### src/rtl/phantom_txn_sequencer.sv
// Sequences the INIT_AXI_TXN / TXN_DONE / ERROR handshakes of the phantom_dummy AXI masters,
// one after another or all at once, with a per-launch timeout and a single pass/fail result.
module phantom_txn_sequencer #(
    parameter int NUM_MASTERS    = 4,
    parameter int START_DELAY    = 25,
    parameter int TIMEOUT_CYCLES = 1024
) (
    input  logic                   ACLK,
    input  logic                   ARESET,
    input  logic                   start,
    input  logic                   mode,
    input  logic [NUM_MASTERS-1:0] enable_mask,
    output logic [NUM_MASTERS-1:0] init_axi_txn,
    input  logic [NUM_MASTERS-1:0] txn_done,
    input  logic [NUM_MASTERS-1:0] txn_error,
    output logic                   busy,
    output logic                   done,
    output logic                   pass,
    output logic [NUM_MASTERS-1:0] err_vec,
    output logic [NUM_MASTERS-1:0] timeout_vec,
    output logic [2:0]             dbg_state
);
    localparam int IDX_W = (NUM_MASTERS > 1) ? $clog2(NUM_MASTERS) : 1;
    localparam int CNT_W = 17;
    localparam logic [CNT_W-1:0] DELAY_END   = CNT_W'(START_DELAY);
    localparam logic [CNT_W-1:0] TIMEOUT_END = CNT_W'(TIMEOUT_CYCLES);

    typedef enum logic [2:0] {
        S_IDLE, S_DELAY, S_LAUNCH, S_WAIT, S_NEXT, S_REPORT
    } state_t;

    state_t                 state_q, state_d;
    logic                   mode_q, mode_d;
    logic [NUM_MASTERS-1:0] mask_q, mask_d;
    logic [IDX_W-1:0]       cur_q, cur_d;
    logic [CNT_W-1:0]       cnt_q, cnt_d;
    logic [NUM_MASTERS-1:0] txn_done_q;
    logic [NUM_MASTERS-1:0] cmp_q, cmp_d;
    logic [NUM_MASTERS-1:0] err_q, err_d;
    logic [NUM_MASTERS-1:0] to_q, to_d;
    logic                   pass_q, pass_d;

    logic [NUM_MASTERS-1:0] cur_onehot, eligible, edge_vld, cmp_now;
    logic [CNT_W-1:0]       cnt_inc;
    logic                   timeout_hit, all_done, pass_now, next_found;
    logic [IDX_W-1:0]       first_idx, next_idx;

    // Handshake: init_axi_txn is a one-cycle launch pulse; completion is the rising edge of
    // txn_done seen in LAUNCH/WAIT, so a level left high from an earlier run never counts.
    always_comb begin
        cur_onehot  = NUM_MASTERS'(1) << cur_q;
        eligible    = mode_q ? mask_q : (mask_q & cur_onehot);
        edge_vld    = '0;
        if (state_q == S_LAUNCH || state_q == S_WAIT)
            edge_vld = txn_done & ~txn_done_q & eligible & ~cmp_q;
        cmp_now     = cmp_q | edge_vld;
        cnt_inc     = cnt_q + CNT_W'(1);
        timeout_hit = (cnt_inc == TIMEOUT_END);
        all_done    = ((cmp_now & mask_q) == mask_q);
        pass_now    = ~|(err_q | to_q);

        first_idx = '0;
        for (int i = NUM_MASTERS - 1; i >= 0; i--)
            if (enable_mask[i]) first_idx = IDX_W'(i);

        next_idx   = cur_q;
        next_found = 1'b0;
        for (int i = NUM_MASTERS - 1; i >= 0; i--) begin
            if (mask_q[i] && (IDX_W'(i) > cur_q)) begin
                next_idx   = IDX_W'(i);
                next_found = 1'b1;
            end
        end
    end

    always_ff @(posedge ACLK or posedge ARESET) begin
        if (ARESET) state_q <= S_IDLE;
        else        state_q <= state_d;
    end

    always_comb begin
        state_d = state_q;
        case (state_q)
            S_IDLE:   if (start) state_d = (START_DELAY == 0) ? S_LAUNCH : S_DELAY;
            S_DELAY:  if (cnt_inc == DELAY_END) state_d = S_LAUNCH;
            S_LAUNCH: state_d = (mask_q == '0) ? S_REPORT : S_WAIT;
            S_WAIT: begin
                if (!mode_q) begin
                    if (cmp_now[cur_q] || timeout_hit) state_d = S_NEXT;
                end else begin
                    if (all_done || timeout_hit) state_d = S_REPORT;
                end
            end
            S_NEXT:   state_d = next_found ? S_LAUNCH : S_REPORT;
            S_REPORT: state_d = S_IDLE;
            default:  state_d = S_IDLE;
        endcase
    end

    always_comb begin
        init_axi_txn = '0;
        if (state_q == S_LAUNCH)
            init_axi_txn = mode_q ? mask_q : (mask_q & cur_onehot);
        busy        = (state_q != S_IDLE);
        done        = (state_q == S_REPORT);
        // The REPORT cycle already shows the result it is about to latch.
        pass        = (state_q == S_REPORT) ? pass_now : pass_q;
        err_vec     = err_q;
        timeout_vec = to_q;
        dbg_state   = state_q;
    end

    always_comb begin
        mode_d = mode_q;
        mask_d = mask_q;
        cur_d  = cur_q;
        cnt_d  = cnt_q;
        cmp_d  = cmp_now;
        err_d  = err_q;
        to_d   = to_q;
        pass_d = pass_q;
        for (int i = 0; i < NUM_MASTERS; i++)
            if (edge_vld[i]) err_d[i] = txn_error[i];
        case (state_q)
            S_IDLE: begin
                cnt_d = '0;
                if (start) begin
                    mode_d = mode;
                    mask_d = enable_mask;
                    cur_d  = first_idx;
                    cmp_d  = '0;
                    err_d  = '0;
                    to_d   = '0;
                    pass_d = 1'b0;
                end
            end
            S_DELAY:  cnt_d = cnt_inc;
            S_LAUNCH: cnt_d = '0;
            S_WAIT: begin
                cnt_d = cnt_inc;
                if (timeout_hit) begin
                    if (mode_q)               to_d = to_q | (mask_q & ~cmp_now);
                    else if (!cmp_now[cur_q]) to_d[cur_q] = 1'b1;
                end
            end
            S_NEXT:   if (next_found) cur_d = next_idx;
            S_REPORT: pass_d = pass_now;
            default: ;
        endcase
    end

    always_ff @(posedge ACLK or posedge ARESET) begin
        if (ARESET) begin
            mode_q     <= 1'b0;
            mask_q     <= '0;
            cur_q      <= '0;
            cnt_q      <= '0;
            txn_done_q <= '0;
            cmp_q      <= '0;
            err_q      <= '0;
            to_q       <= '0;
            pass_q     <= 1'b0;
        end else begin
            mode_q     <= mode_d;
            mask_q     <= mask_d;
            cur_q      <= cur_d;
            cnt_q      <= cnt_d;
            txn_done_q <= txn_done;
            cmp_q      <= cmp_d;
            err_q      <= err_d;
            to_q       <= to_d;
            pass_q     <= pass_d;
        end
    end
endmodule

### config.mk
export PLATFORM = sky130hd
export DESIGN_NAME = phantom_txn_sequencer
export DESIGN_NICKNAME = d
export VERILOG_FILES = /design/src/rtl/phantom_txn_sequencer.sv
export SDC_FILE = /design/constraint.sdc
export NUM_CORES = 1
export LEC_CHECK = 0
export BUFFER_PORTS_ARGS = -buffer_cell sky130_fd_sc_hd__buf_2
export CAP_MARGIN = 20
export CORE_MARGIN = 1
export CORE_UTILIZATION = 50
export DETAILED_ROUTE_END_ITERATION = 16
export PLACE_DENSITY = 0.81
export SYNTH_ARGS = -nofsm -noshare
export SYNTH_HDL_FRONTEND = slang
export SYNTH_SLANG_ARGS = --single-unit
### constraint.sdc
create_clock -name ACLK -period 2.3 [get_ports ACLK]
set_input_delay 0.345 -clock ACLK [delete_from_list [all_inputs] [get_ports ACLK]]
set_output_delay 0.345 -clock ACLK [all_outputs]
set_load 0.05 [all_outputs]
# Word-level counts from Yosys, hierarchy flattened

Index checks and enable logic that the tools add are counted.

$add $sub $neg: 1
Magnitude comparators: 6
Eq/ne operators: 16
Shifts and indexed selects: 1
Mux-type cells: 47
Bitwise operators: 13
Reduce and logical (&&, ||, !) cells: 24

Operators with widths:

| operator                                              | count |
|---|---|
| two-way mux 4 bit                                     | 11 |
| one-hot mux 17 bit (2 select lines)                   | 1 |
| AND 4 bit                                             | 6 |
| two-way mux 3 bit                                     | 7 |
| two-way mux 2 bit                                     | 10 |
| adder 17 x 1 -> 17 bit, second input constant         | 1 |
| equality test 17 x 11 -> 1 bit, second input constant | 1 |
| equality test 17 x 5 -> 1 bit, second input constant  | 1 |
| bitwise OR 4 bit                                      | 4 |
| one-hot mux 3 bit (5 select lines)                    | 1 |
| two-way mux 1 bit                                     | 12 |
| inverter 4 bit                                        | 3 |
| AND reduction 4 bit                                   | 3 |
| != test 2 bit, second input constant                  | 4 |
| one-hot mux 4 bit (2 select lines)                    | 1 |
| nonzero test 2 bit                                    | 4 |
| equality test 3 x 2 -> 1 bit, second input constant   | 2 |
| equality test 3 bit, second input constant            | 2 |
| != test 3 x 2 -> 1 bit, second input constant         | 2 |
| logical AND 1 bit                                     | 5 |
| != test 5 bit, second input constant                  | 1 |
| equality test 4 bit                                   | 1 |
| > comparator 1 x 2 -> 1 bit, first input constant     | 2 |
| > comparator 2 bit, first input constant              | 2 |
| other kinds (17)                                      | 21 |

Register bits after elaboration: 44
Output and inout port bits: 18

# Logic depth before layout (Yosys ltp)

Gate-level depths: netlist (run 1).

Depth in word-level cells: 13
Depth in mapped cells: 9

# Least setup slack after synthesis (run 1)

No wires, ideal clock.

Kind: register to output
From: reg state_q[0], in the netlist dbg_state[0]
To: out init_axi_txn[0]
Arrival: 2,248 ps
Setup slack: -293 ps
Stages on the path, launching flop included: 5
Cell sequence: dfrtp_1 > buf_6 > clkbuf_8 > clkbuf_1 > nor3_1

Cells in the longest elaborated chain, start to end: 2

RTL lines:

| what                         | line | text |
|---|---|---|
| from (decl)                  | 32   | `state_t state_q, state_d;` |
| from (signal assigned)       | 78   | `else state_q <= state_d;` |
| equality test 3 x 2 -> 1 bit | 102  | `if (state_q == S_LAUNCH)` |
| two-way mux 4 bit            | 102  |  |
| to (decl)                    | 13   | `output logic [NUM_MASTERS-1:0] init_axi_txn,` |

No other way between the ends.

# Final worst setup path (run 1)

From: reg cnt_q[1]
To: reg state_q[0], in the netlist dbg_state[0]

Cells in the longest elaborated chain, start to end: 5

RTL lines:

| what                                | line   | text |
|---|---|---|
| from (decl)                         | 36     | `logic [CNT_W-1:0] cnt_q, cnt_d;` |
| from (signal assigned)              | 167    | `cnt_q <= cnt_d;` |
| adder 17 x 1 -> 17 bit *            | 57     | `cnt_inc = cnt_q + CNT_W'(1);` |
| equality test 17 x 11 -> 1 bit      | 58     | `timeout_hit = (cnt_inc == TIMEOUT_END);` |
| logical OR 1 bit (on tied branches) | 91, 89 |  |
| != test 3 x 2 -> 1 bit (no line)    | n/a    |  |
| AND reduction 4 bit (no line) *     | n/a    |  |

Mark *: on every way between the ends. The rest lies on a longest branch, timed or not.
A chain may end at the register's enable or synchronous reset.

==> summary by stage, run 1 <==
Synthesis
The cell type with the highest aggregate area in the netlist is sky130_fd_sc_hd__dfrtp_1. The per-instance average area after synthesis is 8.58 sq um. The fraction of the yosys area taken by sequential cells is 38.0%. The gate count of the mapped netlist is 338. After synthesis, the share of flip-flops with an asynchronous set or reset is 100%.

After synthesis, the netlist uses 68 different library cells. The prevailing post-synth register cell is sky130_fd_sc_hd__dfrtp_1. After synthesis the netlist holds a flip-flop and latch count of 44.

The synthesized design contains 0 enable-type register cells. In this run the biggest area consumer among cell types represents 38.0% of the synthesized area. The post-synth design cell area is 0.00290 sq mm. The count of warnings emitted by yosys is 0. The number of nets in the synthesized netlist is 357. Sorting the synthesized cells by area gives the leading types as sky130_fd_sc_hd__dfrtp_1 (38%), sky130_fd_sc_hd__nand2_1 (7.0%), sky130_fd_sc_hd__nor2_1 (4.1%), sky130_fd_sc_hd__o21ai_0 (3.1%), sky130_fd_sc_hd__buf_6 (2.7%).

STA
Setup repair after global routing could not meet its margin everywhere. The final max-slew violation count is 0. The maximum clock skew at final layout is 0.00536 ns. In the finished design, the share of the clock period the worst path needs comes to 103%. The number of hold-slack violations in the final timing report is 0. The final setup violation count is 1. The worst pin sits at a relative slew slack of 62.2%.

Timing would allow up to 0.424 GHz. The pin slew with the least headroom to its limit is 0.567 ns. The smallest setup slack after layout is -0.0598 ns. The minimum clock period is 2.36 ns.

Global route
For this run, global-route usage on met3 was measured as 4.19%. The number of antenna violations at the first check in global routing is 0. Global routing used 41.8% of the available met2 tracks. Summed over all layers, the global routing overflow is 0. Entering global routing, the biggest net connects 45 pins. The first global-routing pass estimated 12.7 mm of wire.

The number of global-route vias before repair is 2659. For this run, the total global-route usage over all layers was measured as 26.5%. After global routing, the most crowded layer is met2.

The global-route met1 utilization is 36.7%.

Cells and area
The final core area utilization is 64.4%. The number of diodes is 0. In the layout the commonest cells are sky130_fd_sc_hd__nand2_1 (54), sky130_fd_sc_hd__buf_4 (42), sky130_fd_sc_hd__dfrtp_1 (38).

The filler cell count is 457. The ratio of cells with drive above 1 in the final layout is 29.7%. Leaving out fill and tap cells, the most frequent cell in the layout is sky130_fd_sc_hd__nand2_1. Summing all non-filler instances in the final layout gives an area of 0.00357 sq mm. The synthesis-to-layout area growth is 23.0%.

At the end of the flow, the number of nets in the layout was 422.

Die
The total die area is 0.00611 sq mm. The area of the core is 0.00554 sq mm. The die is 78.1 um wide. The effective utilization at floorplan is 52.3%.

The initialized floorplan defines 27 standard-cell rows. During I/O placement, the number of pins put on the boundary was 34. The die extent in y is 78.1 um.

Setup path
Broken down by cell family, the worst path's largest delay share belongs to compound AO/OA/AOI/OAI gates. The number of buffers and inverters on the critical path is 0. The largest individual stage delay along the critical path comes from the cell sky130_fd_sc_hd__dfrtp_2. The critical path launch point type is a flop. At the worst endpoint, the required time is 2.49 ns. The critical path in this run is classified as reg2reg. The critical path's largest stage delay is 0.43 ns. Traced cell by cell, the critical path runs through ha_4, and3_1, nand4_1, xnor2_1, nand4b_1, o31ai_4, o21ai_2, a221o_1. Setup slack on the worst reg-to-reg path comes out at -0.06 ns.

Along the worst path, the maximum fanout reaches 5. For the worst setup path, the data arrival time is 2.55 ns. STA classifies the critical path endpoint as a flop.

Pwr
In this run the power density over the cells is 1060 mW/mm^2. Summing internal, switching and leakage power gives 3790 uW. The leakage power is 0.00165 uW. The maximum vdd ir drop is 0.000809 V.

Drt
For this run, the detailed router's first-pass iteration total came to 5. For this block, the routed nets add up to 7.88 mm of wire. The total DRC errors in the routed layout is 0. In the routed layout, each cell is associated on average with a via count of 5.94. The detail route stage leaves a number of antenna-violating nets equal to 0. After the first detailed-routing iteration, the DRC count stood at 210. The average wire length per cell after detail routing is 16.6 um. The final route contains 2827 vias.

CTS
The clock input transition at the sequential cells of the worst setup and hold paths is 0.09 ns. The clock root buffer is sky130_fd_sc_hd__clkbuf_8. The H-tree generated during clock tree synthesis spans 2 levels. The buffer levels on the longest clock path is 2. TritonCTS built the clock tree. The number of buffers created by CTS is 5. The total of hold buffers inserted after clock tree synthesis is 0. The source-to-sink clock delay at the later pin of the worst-skew pair is 0.31 ns. For this design, the sink count on the clock tree is 44.

Place
Buffers placed on the I/O ports in this run total 33. The congestion estimate from routability-driven global placement came to 0.937. The placed instances occupy a cell area of 0.00332 sq mm. The setup slack at placement is -0.136 ns. The half-perimeter wire length of the detailed placement result is 5.29 mm.

Worst hold path
The tightest min-delay check is of the in2reg type.

Flow run
The number of violations of the max-capacitance limit is 0.

Outcome
The run finished, with violations left. The checks that failed: setup timing.
[synth_stat cells, drive strengths merged, types with 8 or more instances]
library cell / count
clkbuf: 10
a21oi: 14
o21ai: 23
nand2: 55
inv: 11
buf: 11
nor3: 15
nor2: 32
nor4: 13
nand4: 8
dfrtp: 44
[cell type report]
class                           count  area, sq um  area share (%)
Clock buffer                        6         82.6            2.31
Clock inverter                      2         38.8            1.09
Inverter                           12         45.0            1.26
Multi-Input combinational cell    261         1680            47.0
Sequential cell                    44         1110            31.1
Tap cell                           72         90.1            2.53
Timing Repair Buffer               79          526            14.7
[through the flow]
stage                     instances  hold WS (ns)  setup TNS, ns
final                           476         0.150        -0.0598
after global placement          461         0.462        -0.0666
after detailed placement        461         0.468         -0.470
after global routing            476         0.147         -0.336
after floorplan                 338         0.376          -1.26
after CTS                       472         0.153        -0.0200
[repair_timing]
item,CTS,global route
pin swaps,7,7
endpoints found under the setup margin,7,6
endpoints found under the hold margin,0,0
gates resized for setup,7,6
buffers inserted,3,4
[sequential cells by signal (all words and copies together) (netlist names)]
name and count:
cnt_q 17, dbg_state 3, mode_q 1, cur_q 2
mask_q 4, timeout_vec 4, cmp_q 4, err_vec 4
txn_done_q 4, pass_q 1
[where the power goes]
part / internal (uW) / switching [uW]
logic: 698 / 1250
clock network: 355 / 283
registers: 946 / 250
total: 2000 / 1790
[per-layer routing]
layer	share of wire, %	up-vias
met5	0	-
met3	6.7	22
met2	47	116
met1	44	1348
li1	-	1341
met4	2.5	0
[cells by family after synthesis]
| family | share of synthesized area (%) |
|---|---|
| compound gates | 18.5 |
| xor+xnor | 2.72 |
| fa+ha+maj | 1.29 |
| buf+inv | 6.56 |
| flops | 38.0 |
| mux | 2.59 |
| simple gates | 30.4 |
[worst paths after layout]
check	from	to	cells after the start
setup / recovery	cnt_q[1]	dbg_state[0]	8
hold / removal	txn_done[1]	txn_done_q[1]	1
setup reg to reg	cnt_q[1]	dbg_state[0]	8
hold reg to reg	timeout_vec[1]	timeout_vec[1]	2
max in group asynchronous	ARESET	cnt_q[6]	3
min in group asynchronous	ARESET	txn_done_q[1]	3
Power figures use the tool's default switching activity.
==> run 2: changes to the inputs <==
BUFFER_PORTS_ARGS = -buffer_cell sky130_fd_sc_hd__buf_4   (was -buffer_cell sky130_fd_sc_hd__buf_2)
==> summary by stage, run 2 (synthesized netlist as in run 1, its figures left out) <==
CTS
The clock root buffer is sky130_fd_sc_hd__clkbuf_8. The TritonCTS clock tree is done. The buffer levels on the longest clock path is 2. The clock sink total is 44. The number of buffers created by CTS is 5. The clock input transition at the sequential cells of the worst setup and hold paths is 0.09 ns.

The clock reaches the later pin of the worst-skew pair after 0.31 ns. In this run the number of H-tree levels came out at 2.

Cells and area
After the last flow step, the layout net total stands at 420. The ratio of cells with drive above 1 in the final layout is 31.8%. The final core area utilization is 67.0%.

The flip-flop count of the largest register, all copies and words added is 17. The finished cells cover 0.00371 sq mm. The most common cell after layout, fill and taps aside is sky130_fd_sc_hd__buf_4.

Counting flops per register, the top entry is cnt_q. In the layout the commonest cells are sky130_fd_sc_hd__buf_4 (73), sky130_fd_sc_hd__nand2_1 (52), sky130_fd_sc_hd__dfrtp_1 (39). 0 antenna diodes ended up in the layout. Relative to the synthesized area, the layout overhead comes to 28.1%. The filler cell count is 447.

Die
The area of the core is 0.00554 sq mm. The floorplan step defined a die boundary enclosing 0.00611 sq mm. The die is 78.1 um tall.

The floorplan has 27 rows. Pin placement for this block handled 34 I/O pins. The overall die width is 78.1 um. For this configuration, the core starts out at a cell density of 52.3%.

Drt
The total DRC errors in the routed layout is 0. Wires add up to 8.22 mm. The number of detailed-route iterations in the first pass is 5. The remaining antenna violation count after routing is 0. The DRC violation total after the first TritonRoute iteration is 262. The average wire length per cell after detail routing is 17.3 um. In the routed layout, each cell is associated on average with a via count of 6.22. The overall via count from detail_route is 2947.

STA
The smallest setup slack after layout is -0.0946 ns. The number of hold-slack violations in the final timing report is 0. Setup violations remaining at the end of the flow were counted as 1. The pin slew with the least headroom to its limit is 0.571 ns. The maximum clock skew at final layout is 0.00532 ns. The sum of negative setup slack is -0.0946 ns. Hold timing on the final database bottoms out at a slack of 0.137 ns. The portion of the clock cycle consumed by the worst path in the final layout is 104%. Setup repair after global routing could not meet its margin everywhere. In this run the tightest slew margin relative to its limit is 61.9%. The final max-slew violation count is 0. Static timing analysis puts the maximum clock frequency at 0.418 GHz. The minimum clock period is 2.39 ns.

Setup path
The largest individual stage delay along the critical path comes from the cell sky130_fd_sc_hd__or4_4. The category of the most critical setup path is reg2reg. Data on the critical path is required at its endpoint by 2.50 ns. In this run the worst path has a maximum fanout of 3. The cell family contributing the most delay on the critical path is simple AND/OR/NAND/NOR gates. The data arrival time at the worst-slack endpoint is 2.60 ns. Walking the worst path, the cells encountered are buf_4, nand4_4, or4_4, mux2i_4, nand4b_1, o31ai_2, o21ai_2, a221o_1. The critical path's largest stage delay is 0.47 ns. The critical path launch point type is a flop.

Together, buffers and inverters on the worst path number 1. The endpoint type of the worst setup path is a flop.

Pwr
Across the VDD grid, the largest voltage drop is 0.000729 V. In this run the power density over the cells is 1060 mW/mm^2. The leakage power is 0.00168 uW.

Global route
For this run the aggregate overflow at the end of global routing stands at 0. The number of global-route vias before repair is 2848. The first global-routing pass estimated 13.4 mm of wire. The overall track demand over capacity in global routing is 28.1%. The maximum number of pins on one net before global-route repair is 45. The number of antenna violations at the first check in global routing is 0.

Outcome
The final reports fail on setup timing. The run finished, with violations left.

Worst hold path
The worst hold path belongs to the class in2reg.

Place
The number of I/O port buffers is 33. The setup slack at placement is -0.205 ns. The wire-length estimate of the detail-placed layout is 5.49 mm. The total cell area at the placement stage is 0.00340 sq mm. The routability congestion estimate from global placement is 0.943.

Flow run
The number of violations of the max-capacitance limit is 0.
run 2: worst paths after layout:
check                          startpoint        endpoint  slack [ns]  cells after the start
max                              cnt_q[1]    dbg_state[0]       -0.09                      8
min                           txn_done[0]   txn_done_q[0]        0.14                      1
max reg2reg                      cnt_q[1]    dbg_state[0]       -0.09                      8
min reg2reg                timeout_vec[1]  timeout_vec[1]        0.51                      2
max in group asynchronous          ARESET        cnt_q[0]        1.72                      3
min in group asynchronous          ARESET      err_vec[3]        0.16                      3
run 2: worst register-to-register path, stage by stage (launching register included):
cell and delay [ns]:
sky130_fd_sc_hd__dfrtp_1 0.41, sky130_fd_sc_hd__buf_4 0.14, sky130_fd_sc_hd__nand4_4 0.10, sky130_fd_sc_hd__or4_4 0.47, sky130_fd_sc_hd__mux2i_4 0.21, sky130_fd_sc_hd__nand4b_1 0.21
sky130_fd_sc_hd__o31ai_2 0.30, sky130_fd_sc_hd__o21ai_2 0.10, sky130_fd_sc_hd__a221o_1 0.34
run 2: metrics by stage:
| stage | power [uW] | instances |
|---|---|---|
| after detailed placement | 3130 | 460 |
| after floorplan | 2590 | 338 |
| after CTS | 3810 | 471 |
| after global placement | 3070 | 460 |
| final | 3930 | 474 |
| after global routing | 4170 | 474 |
run 2: cell type report:
class	count	area [sq um]	area share, %
multi-input combinational	261	1760	47.5
timing repair buffer	77	593	16.0
inverter	12	45.0	1.21
sequential	44	1110	29.8
clock buffer	5	68.8	1.85
tap	72	90.1	2.43
clock inverter	3	46.3	1.25
run 2: power breakdown:
part	switching (uW)	internal (uW)
Clock	308	328
Sequential	236	945
Combinational	1320	789
Total	1870	2060
run 2: metal layers:
layer  global-route usage [%]  part of all wire, %  vias up  wire (um)
met5                        0                    0        -          0
met4                     11.9                  3.3        0        269
met3                     4.88                  7.2       35        592
met2                     45.4                   48      158       3940
met1                     37.3                   42     1412       3420
li1                         -                    -     1342          -
run 2: what timing repair did:
item,4_1_cts,5_1_grt
setup endpoints to repair,7,7
pin swaps,4,11
cloned,0,0
hold buffers,0,0
buffers inserted,3,3
resized for setup,7,20
